File: config.mk
export PLATFORM = sky130hd
export DESIGN_NAME = pipe_skid_reg
export DESIGN_NICKNAME = d
export VERILOG_FILES = /design/src/rtl/pipe_skid_reg.sv
export SDC_FILE = /design/constraint.sdc
export NUM_CORES = 1
export LEC_CHECK = 0
export CAP_MARGIN = 20
export CORE_MARGIN = 2
export CORE_UTILIZATION = 25
export DETAILED_ROUTE_END_ITERATION = 12
export PLACE_DENSITY = 0.45
export SETUP_SLACK_MARGIN = 0.15
export SYNTH_ARGS = -nofsm -noshare
export SYNTH_HDL_FRONTEND = slang
export SYNTH_SLANG_ARGS = --single-unit
export TNS_END_PERCENT = 100
File: constraint.sdc
create_clock -name clk -period 2.55 [get_ports clk]
set_clock_uncertainty 0.05 [all_clocks]
set_input_delay 0.3825 -clock clk [delete_from_list [all_inputs] [get_ports clk]]
set_output_delay 0.3825 -clock clk [all_outputs]
set_load 0.05 [all_outputs]
File: src/rtl/pipe_skid_reg.sv
// rtl/pipe_skid_reg.sv - pipeline stage register with valid/ready handshake and 2-entry skid buffer
// Optional stall cycle counter is built only when PIPE_STALL_CNT_EN is defined.
module pipe_skid_reg #(
  parameter int          WIDTH      = 32,
  parameter logic [31:0] BUBBLE_VAL = 32'h00000013,
  parameter int          CNT_W      = 16
) (
  input  logic             clk,
  input  logic             rst,
  input  logic             flush,
  input  logic             in_valid,
  output logic             in_ready,
  input  logic [WIDTH-1:0] in_data,
  output logic             out_valid,
  input  logic             out_ready,
  output logic [WIDTH-1:0] out_data
`ifdef PIPE_STALL_CNT_EN
  ,
  output logic [CNT_W-1:0] stall_count
`endif
);

  localparam logic [WIDTH-1:0] BUBBLE_W = WIDTH'(BUBBLE_VAL);

  // State encoding is {main_valid, skid_valid}; 2'b01 is unreachable.
  localparam logic [1:0] ST_EMPTY = 2'b00;
  localparam logic [1:0] ST_ONE   = 2'b10;
  localparam logic [1:0] ST_TWO   = 2'b11;

  logic             main_valid_q, main_valid_d;
  logic [WIDTH-1:0] main_data_q,  main_data_d;
  logic             skid_valid_q, skid_valid_d;
  logic [WIDTH-1:0] skid_data_q,  skid_data_d;
  logic             accept;
  logic             emit;

  // Ready depends only on the skid flop, never on out_ready.
  assign in_ready  = ~skid_valid_q;
  assign out_valid = main_valid_q;
  assign out_data  = main_data_q;

  assign accept = in_valid & ~skid_valid_q;
  assign emit   = main_valid_q & out_ready;

  always_comb begin
    main_valid_d = main_valid_q;
    main_data_d  = main_data_q;
    skid_valid_d = skid_valid_q;
    skid_data_d  = skid_data_q;

    if (flush) begin
      main_valid_d = 1'b0;
      skid_valid_d = 1'b0;
      main_data_d  = BUBBLE_W;
      skid_data_d  = BUBBLE_W;
    end else begin
      case ({main_valid_q, skid_valid_q})
        ST_EMPTY: begin
          if (accept) begin
            main_valid_d = 1'b1;
            main_data_d  = in_data;
          end
        end
        ST_ONE: begin
          if (accept && emit) begin
            main_data_d = in_data;
          end else if (accept) begin
            skid_valid_d = 1'b1;
            skid_data_d  = in_data;
          end else if (emit) begin
            main_valid_d = 1'b0;
          end
        end
        ST_TWO: begin
          if (emit) begin
            main_data_d  = skid_data_q;
            skid_valid_d = 1'b0;
          end
        end
        default: begin
          main_valid_d = 1'b0;
          skid_valid_d = 1'b0;
        end
      endcase
    end
  end

  always_ff @(posedge clk) begin
    if (rst) begin
      main_valid_q <= 1'b0;
      skid_valid_q <= 1'b0;
      main_data_q  <= BUBBLE_W;
      skid_data_q  <= BUBBLE_W;
    end else begin
      main_valid_q <= main_valid_d;
      skid_valid_q <= skid_valid_d;
      main_data_q  <= main_data_d;
      skid_data_q  <= skid_data_d;
    end
  end

`ifdef PIPE_STALL_CNT_EN
  logic [CNT_W-1:0] stall_count_q;

  // Saturating; only rst clears it so stalls survive flushes.
  always_ff @(posedge clk) begin
    if (rst) begin
      stall_count_q <= '0;
    end else if (main_valid_q && !out_ready && (stall_count_q != {CNT_W{1'b1}})) begin
      stall_count_q <= stall_count_q + CNT_W'(1);
    end
  end

  assign stall_count = stall_count_q;
`endif

endmodule
# Word-level counts from Yosys, hierarchy flattened
# Cells that the tools add are included.
dict set report word_totals {
  reg_bits 66
  input_bits 37
}
dict set report classes {
  n_eq_ne 9
  mux 11
  bitwise 6
  reduce_logical 8
}
# op n
set ops {}
lappend ops {{32-bit two-way mux} 3}
lappend ops {{32-bit one-hot mux with 3 select lines} 1}
lappend ops {{2-bit inequality test, second input constant} 7}
lappend ops {{4-bit AND reduction} 2}
lappend ops {{1-bit one-hot mux with 3 select lines} 2}
lappend ops {{1-bit two-way mux} 5}
lappend ops {{5-bit AND reduction} 1}
lappend ops {{2-bit equality test, second input constant} 2}
lappend ops {{1-bit inverter} 4}
lappend ops {{3-bit AND reduction} 1}
lappend ops {{3-bit nonzero test} 1}
lappend ops {{1-bit bitwise AND} 2}
lappend ops {{2-bit logical NOT} 1}
lappend ops {{2-bit OR reduction} 1}
lappend ops {{1-bit logical AND} 1}

# Depth between registers and ports, before layout
# Gate-level depths: netlist of the first run.
dict set report depth {
  ltp_word 5
  ltp_mapped 5
}

# Worst setup path after synthesis of the first run
# OpenSTA, ideal clock, no wires.
dict set report synth_path {
  path_kind {register -> register}
  from {register main_valid_q, in the netlist out_valid}
  to {register main_data_q[14], in the netlist out_data[14]}
  arrival_ns 1.402
  setup_slack_ns 0.980
  stages_incl_launch_ff 6
  path_buffers 2
  path_cell_list {dfxtp_1 > nand2_2 > buf_6 > buf_6 > mux2i_1 > o2bb2ai_1}
}
dict set report synth_between {
  elab_chain_cells 4
}
# element line
set synth_lines {}
lappend synth_lines {{start, declared} 30} ;# logic main_valid_q, main_valid_d;
lappend synth_lines {{start signal, assigned} 95} ;# main_valid_q <= main_valid_d;
lappend synth_lines {{1-bit bitwise AND} 43} ;# assign emit = main_valid_q & out_ready;
lappend synth_lines {{1-bit logical AND} 65} ;# if (accept && emit) begin
lappend synth_lines {{2-bit inequality test (no line)} n/a}
lappend synth_lines {{4-bit AND reduction (no line)} n/a}
lappend synth_lines {{end signal, assigned} 97} ;# main_data_q <= main_data_d;
lappend synth_lines {{end, declared} 31} ;# logic [WIDTH-1:0] main_data_q, main_data_d;
# Parallel ways exist; a longest one is shown, timed or not.
# A chain may end at the register's enable or synchronous reset.

# Worst setup path after layout of the first run
dict set report layout_path {
  from {register skid_valid_q}
  to {output port in_ready}
}
dict set report layout_between {
  elab_chain_cells 1
}
# element line
set layout_lines {}
lappend layout_lines {{start, declared} 32} ;# logic skid_valid_q, skid_valid_d;
lappend layout_lines {{start signal, assigned} 96} ;# skid_valid_q <= skid_valid_d;
lappend layout_lines {{1-bit inverter} 38} ;# assign in_ready = ~skid_valid_q;
lappend layout_lines {{end, declared} 12} ;# output logic in_ready,
# Every way passes these cells.

==> out/qor.txt, run 1 <==
Status -> complete, no violations
PD cells -> 610 nW/µm²
Syn Area/Cell -> 9.77 µm²
Max_cap viols -> 0
Antenna viol nets, final -> 0
Port Buffers -> 70
Top_reg_cell synth -> dfxtp_1
Placed cell area -> 3430 µm²
Leakage -> 1.44 nW
Total iterations of the first detailed-routing run -> 4
Avg WL per Cell -> 14.6 µm
Net Count, Synth -> 303
Share of cells above drive strength 1 -> 10.8%
Setup Buffers After CTS -> 0
Worst hold endpoint -> out_data[0]
Yosys synthesis warning count -> 0
Nets -> 374
Ys async rst share -> 0%
Worst Setup End Kind -> output port
DIE AREA -> 11200 µm²
Setup-failing EPs final -> 0
Ant diodes -> 0
Reg area -> 1320 µm²
Worst R2R Start -> skid_valid_q
Post-CTS Resized -> 0
Worst EP arrival -> 1.66 ns
Fill count -> 1065
Drt initial violations -> 44
Largest net degree at the start of global routing -> 33
Worst VDD drop -> 0.314 mV
HP Class -> register to register
Worst EP required -> 2.12 ns
Number of top-level pins -> 71
Sum Neg Setup Slack -> 0 ns
# DRC -> 0
Worst-path clk slew -> 0.07 ns
Top post-synthesis cells by area -> dfxtp_1 (51%), mux2i_1 (11%), o2bb2ai_1 (9.4%)
Mapped cell area -> 2600 µm²
Clk sinks -> 66
Gp weighted congestion -> 0.713
Final wirelength -> 6990 µm
Pins Over Slew Limit -> 0
Final min period -> 2.09 ns
Cells after synthesis -> 266
Dominant cell type by area after synthesis -> dfxtp_1
CORE AREA -> 10200 µm²
Distinct cells, synth -> 25
Clk buf depth -> 2
Routed vias -> 2115
Final worst path period share -> 82.0%
CTS tree -> done
TritonCTS buffer count -> 9
Clock root cell -> clkbuf_8
Initial antenna violation count -> 0
Area Overhead vs Synth -> 39.8%
Worst Hold Depth -> 2
RSZ-0062 raised after global routing -> false
Synth top area share -> 50.8%
Final Hold Viols -> 0
Worst skew pair latency -> 0.35 ns
Total GRT Usage -> 13.1%
Final HPWL DP -> 4450 µm
Most frequent cell after synthesis -> dfxtp_1
First-pass GRT wire length -> 11300 µm
Post-synth EDFFs -> 0
Fmax -> 479 MHz
Multi-input logic area -> 1140 µm²
H-tree levels -> 3
Hold path startpoint -> out_data[0]
Vert. Die Dim -> 106 µm
Cell Rows -> 37
R2R depth -> 4
FF+latch count, synth -> 66
Vias in the first global route -> 2123
Via density -> 4.42
Cts hold-fix bufs -> 0
Seq/Total Area, Yosys -> 50.8%
Worst setup path class -> register to output port
Worst Tran Pin Value -> 0.689 ns
Crit path max fanout -> 7
Grt total ovfl -> 0
Reg-to-reg slack, setup -> 0.78 ns
Die width -> 106 µm
Reg-to-Reg End -> out_data[27]
Initial Util -> 25.4%
Slew headroom -> 53.9%
Startpoint class of the critical path -> register
Synth top cells by count -> dfxtp_1 (66), nand2_1 (65), a21oi_1 (30)
Design Area, Final -> 3640 µm²
==> report_power, final <==
group / switching [mW] / leakage [nW] / total [mW] / internal (mW)
registers: 0.0135 / 0.535 / 1.06 / 1.05
logic: 0.138 / 0.811 / 0.248 / 0.110
clock network: 0.428 / 0.0945 / 0.906 / 0.478
total: 0.579 / 1.44 / 2.22 / 1.64
==> metal layers <==
layer	routed length, µm	up-vias	global-route usage (%)
met5	0	-	0
met4	100	0	5.08
met3	337	9	3.99
met2	3150	55	20.3
met1	3400	984	17.2
li1	-	1067	-
==> cell families after synthesis <==
kind of cell,Yosys count,share of synthesized area (%)
compound gates,64,17.6
mux,33,13.0
flops,66,50.8
simple gates,77,12.4
buf+inv,26,6.16
==> how the worst max path moves through the flow <==
stage	start	cells after the start	end	slack (ns)
after global placement	in_valid	5	out_data[0]	0.51
after CTS	out_valid	1	out_valid	0.44
after global routing	skid_valid_q	2	in_ready	0.37
after floorplan	out_valid	5	out_data[14]	0.98
after detailed placement	in_valid	5	out_data[20]	0.48
final	skid_valid_q	2	in_ready	0.46
==> layout make-up <==
type / count / area share (%)
timing repair buffer: 81 / 21.5
tap: 136 / 4.68
clock buffer: 10 / 3.79
clock inverter: 6 / 1.82
inverter: 5 / 0.516
sequential: 66 / 36.3
multi-input combinational: 174 / 31.3
==> flip-flops by register name, indices dropped and copies added (netlist names) <==
signal / count
skid_data_q: 32
out_data: 32
skid_valid_q: 1
out_valid: 1
==> worst max-delay path, stage by stage, from the launching register on <==
cell and delay (ns):
dfxtp_1 0.51, inv_1 0.10, clkdlybuf4s50_1 0.71
==> layout by cell type (no fill, tap or decap), types with 2 or more instances in the layout <==
| cell | count |
|---|---|
| a2bb2oi_1 | 3 |
| o2bb2ai_1 | 28 |
| inv_1 | 5 |
| clkbuf_8 | 10 |
| buf_4 | 11 |
| nand2_1 | 65 |
| dfxtp_1 | 66 |
| nand3_1 | 3 |
| mux2i_1 | 29 |
| clkdlybuf4s50_1 | 70 |
| nor2_1 | 2 |
| clkinvlp_4 | 3 |
| a21oi_1 | 30 |
| mux2_2 | 3 |
==> metrics by stage <==
step | util (%) | instances | hold WS [ns] | power, mW | setup WS [ns]
after floorplan | - | 266 | 0.385 | 1.22 | 0.980
after global placement | 33.5 | 462 | 0.390 | 1.34 | 0.513
after detailed placement | 33.5 | 462 | 0.395 | 1.34 | 0.484
after CTS | 35.5 | 478 | 0.407 | 2.25 | 0.441
after global routing | 35.5 | 478 | 0.426 | 2.30 | 0.374
final | 35.5 | 478 | 0.405 | 2.22 | 0.460
Note: power is estimated with default switching activity, not from simulation.
==> run 2, diff against run 1 <==
- clock period: 2.55 -> 2.2 ns (I/O delays scaled with it)
==> run 2 against run 1 <==
- setup slack lost 0.15 ns
- critical path type unchanged
- register-to-register slack lost 0.13 ns
- first-iteration DRC count grew 18%
- utilization grew 0.49 points
==> out/qor.txt, run 2 (synthesized netlist as in run 1, its figures left out) <==
Status -> complete, no violations
Startpoint class of the critical path -> register
Worst EP required -> 1.82 ns
Setup-failing EPs final -> 0
Drt initial violations -> 52
Kind of cell adding the most delay to the critical path -> buffers and inverters
Leakage -> 1.47 nW
Die width -> 106 µm
Avg WL per Cell -> 13.8 µm
Ant diodes -> 0
Cell Rows -> 37
Max_cap viols -> 0
Gp weighted congestion -> 0.700
H-tree levels -> 3
Crit path max fanout -> 2
Initial Util -> 25.4%
# DRC -> 0
Worst EP arrival -> 1.51 ns
Pins Over Slew Limit -> 0
Sum Neg Setup Slack -> 0 ns
CP Cell Sequence -> clkdlybuf4s50_1
Final HPWL DP -> 4250 µm
Vert. Die Dim -> 106 µm
Worst skew pair latency -> 0.33 ns
Final wirelength -> 6580 µm
HP Class -> register to register
Total GRT Usage -> 12.5%
Antenna viol nets, final -> 0
DIE AREA -> 11200 µm²
Total iterations of the first detailed-routing run -> 4
Share of cells above drive strength 1 -> 10.6%
Port Buffers -> 70
Slowest CP cell -> clkdlybuf4s50_1
Clock share of power -> 44.8%
Largest net degree at the start of global routing -> 33
Final min period -> 1.89 ns
Vias in the first global route -> 2068
Multi-input logic area -> 1140 µm²
CORE AREA -> 10200 µm²
Slew headroom -> 65.3%
Crit path buf inv count -> 1
Most frequent cells in the layout -> clkdlybuf4s50_1 (68), dfxtp_1 (66), nand2_1 (65)
Fill count -> 1029
Clk buf depth -> 2
Fmax -> 530 MHz
Logic pwr share -> 10.5%
First-pass GRT wire length -> 10800 µm
Area Overhead vs Synth -> 41.8%
TritonCTS buffer count -> 9
PD cells -> 747 nW/µm²
Grt total ovfl -> 0
Hold slack -> 0.404 ns
Number of top-level pins -> 71
Worst VDD drop -> 0.332 mV
Final worst path period share -> 85.7%
Via density -> 4.44
P_sw -> 0.629 mW
Commonest non-fill, non-tap cell in the layout -> clkdlybuf4s50_1
Final Hold Viols -> 0
Worst Tran Pin Value -> 0.519 ns
CTS tree -> done
Total Power -> 2.75 mW
Internal power -> 2.12 mW
Flop pwr share -> 44.8%
Initial antenna violation count -> 0
Nets -> 374
Critical Path Max Stage Delay -> 0.81 ns
Worst-path clk slew -> 0.07 ns
Worst Setup End Kind -> output port
RSZ-0062 raised after global routing -> false
Clk sinks -> 66
Clock root cell -> clkbuf_8
Sw frac -> 22.9%
Reg area -> 1320 µm²
Routed vias -> 2117
Worst setup path class -> register to output port
-- run 2: cell count changes in the layout (fill, tap and decap cells not counted), sizes merged --
cell           change
dlygate4sd2        +1
clkdlybuf4s50      -2
bufinv             +2
clkinv             -1
clkinvlp           -2
dlymetal6s2s       +1
-- run 2: layout make-up --
type / count / area share, %
inverters: 5 / 0.509
clock inverters: 5 / 2.78
clock buffers: 10 / 3.73
well taps: 136 / 4.62
repair buffers: 81 / 21.6
flip-flops and latches: 66 / 35.8
multi-input cells: 174 / 30.9
-- run 2: path summary, 6_finish.rpt --
kind              cells after the start       startpoint              end  slack, ns
setup / recovery                      1     out_data[11]     out_data[11]       0.31
hold / removal                        2  skid_data_q[22]  skid_data_q[22]       0.40
setup reg to reg                      4     skid_valid_q      out_data[0]       0.65
hold reg to reg                       2  skid_data_q[22]  skid_data_q[22]       0.40
-- run 2: metrics by stage --
step	area (µm²)	util, %	std cells	setup slack, ns
after floorplan	2600	-	266	0.630
after global placement	3440	33.7	462	0.360
after detailed placement	3440	33.7	462	0.334
after CTS	3680	36.0	477	0.151
after global routing	3690	36.0	477	0.243
final	3690	36.0	477	0.315
-- run 2: layer usage --
metal | routed length, µm | vias up | share of wire, % | GRT usage [%]
li1 | - | 1070 | - | -
met5 | 0 | - | 0 | 0
met4 | 70 | 0 | 1.1 | 3.95
met3 | 326 | 7 | 5.0 | 4.78
met1 | 3260 | 986 | 50 | 16.3
met2 | 2920 | 54 | 44 | 18.9
-- run 2: worst register-to-register path: cells and delay by family (launching register included) --
| kind | cells | cell delay, ns |
|---|---|---|
| buffers and inverters | 1 | 0.26 |
| muxes | 1 | 0.37 |
| DFF | 1 | 0.51 |
| AOI/OAI and AO/OA | 2 | 0.25 |
-- run 2: power by group through the flow --
stage	clock, mW	combinational, mW	sequential (mW)
after global placement	0	0.291	1.26
after floorplan	0	0.0795	1.33
after CTS	1.28	0.292	1.23
after global routing	1.32	0.308	1.24
after detailed placement	0	0.291	1.26
final	1.23	0.288	1.23
-- run 2: timing repair --
action | in CTS | in global routing
endpoints found under the hold margin | 0 | 0
setup endpoints to repair | 1 | 1
buffers inserted | 0 | 0
gates resized for setup | 1 | 1
hold buffers | 0 | 0
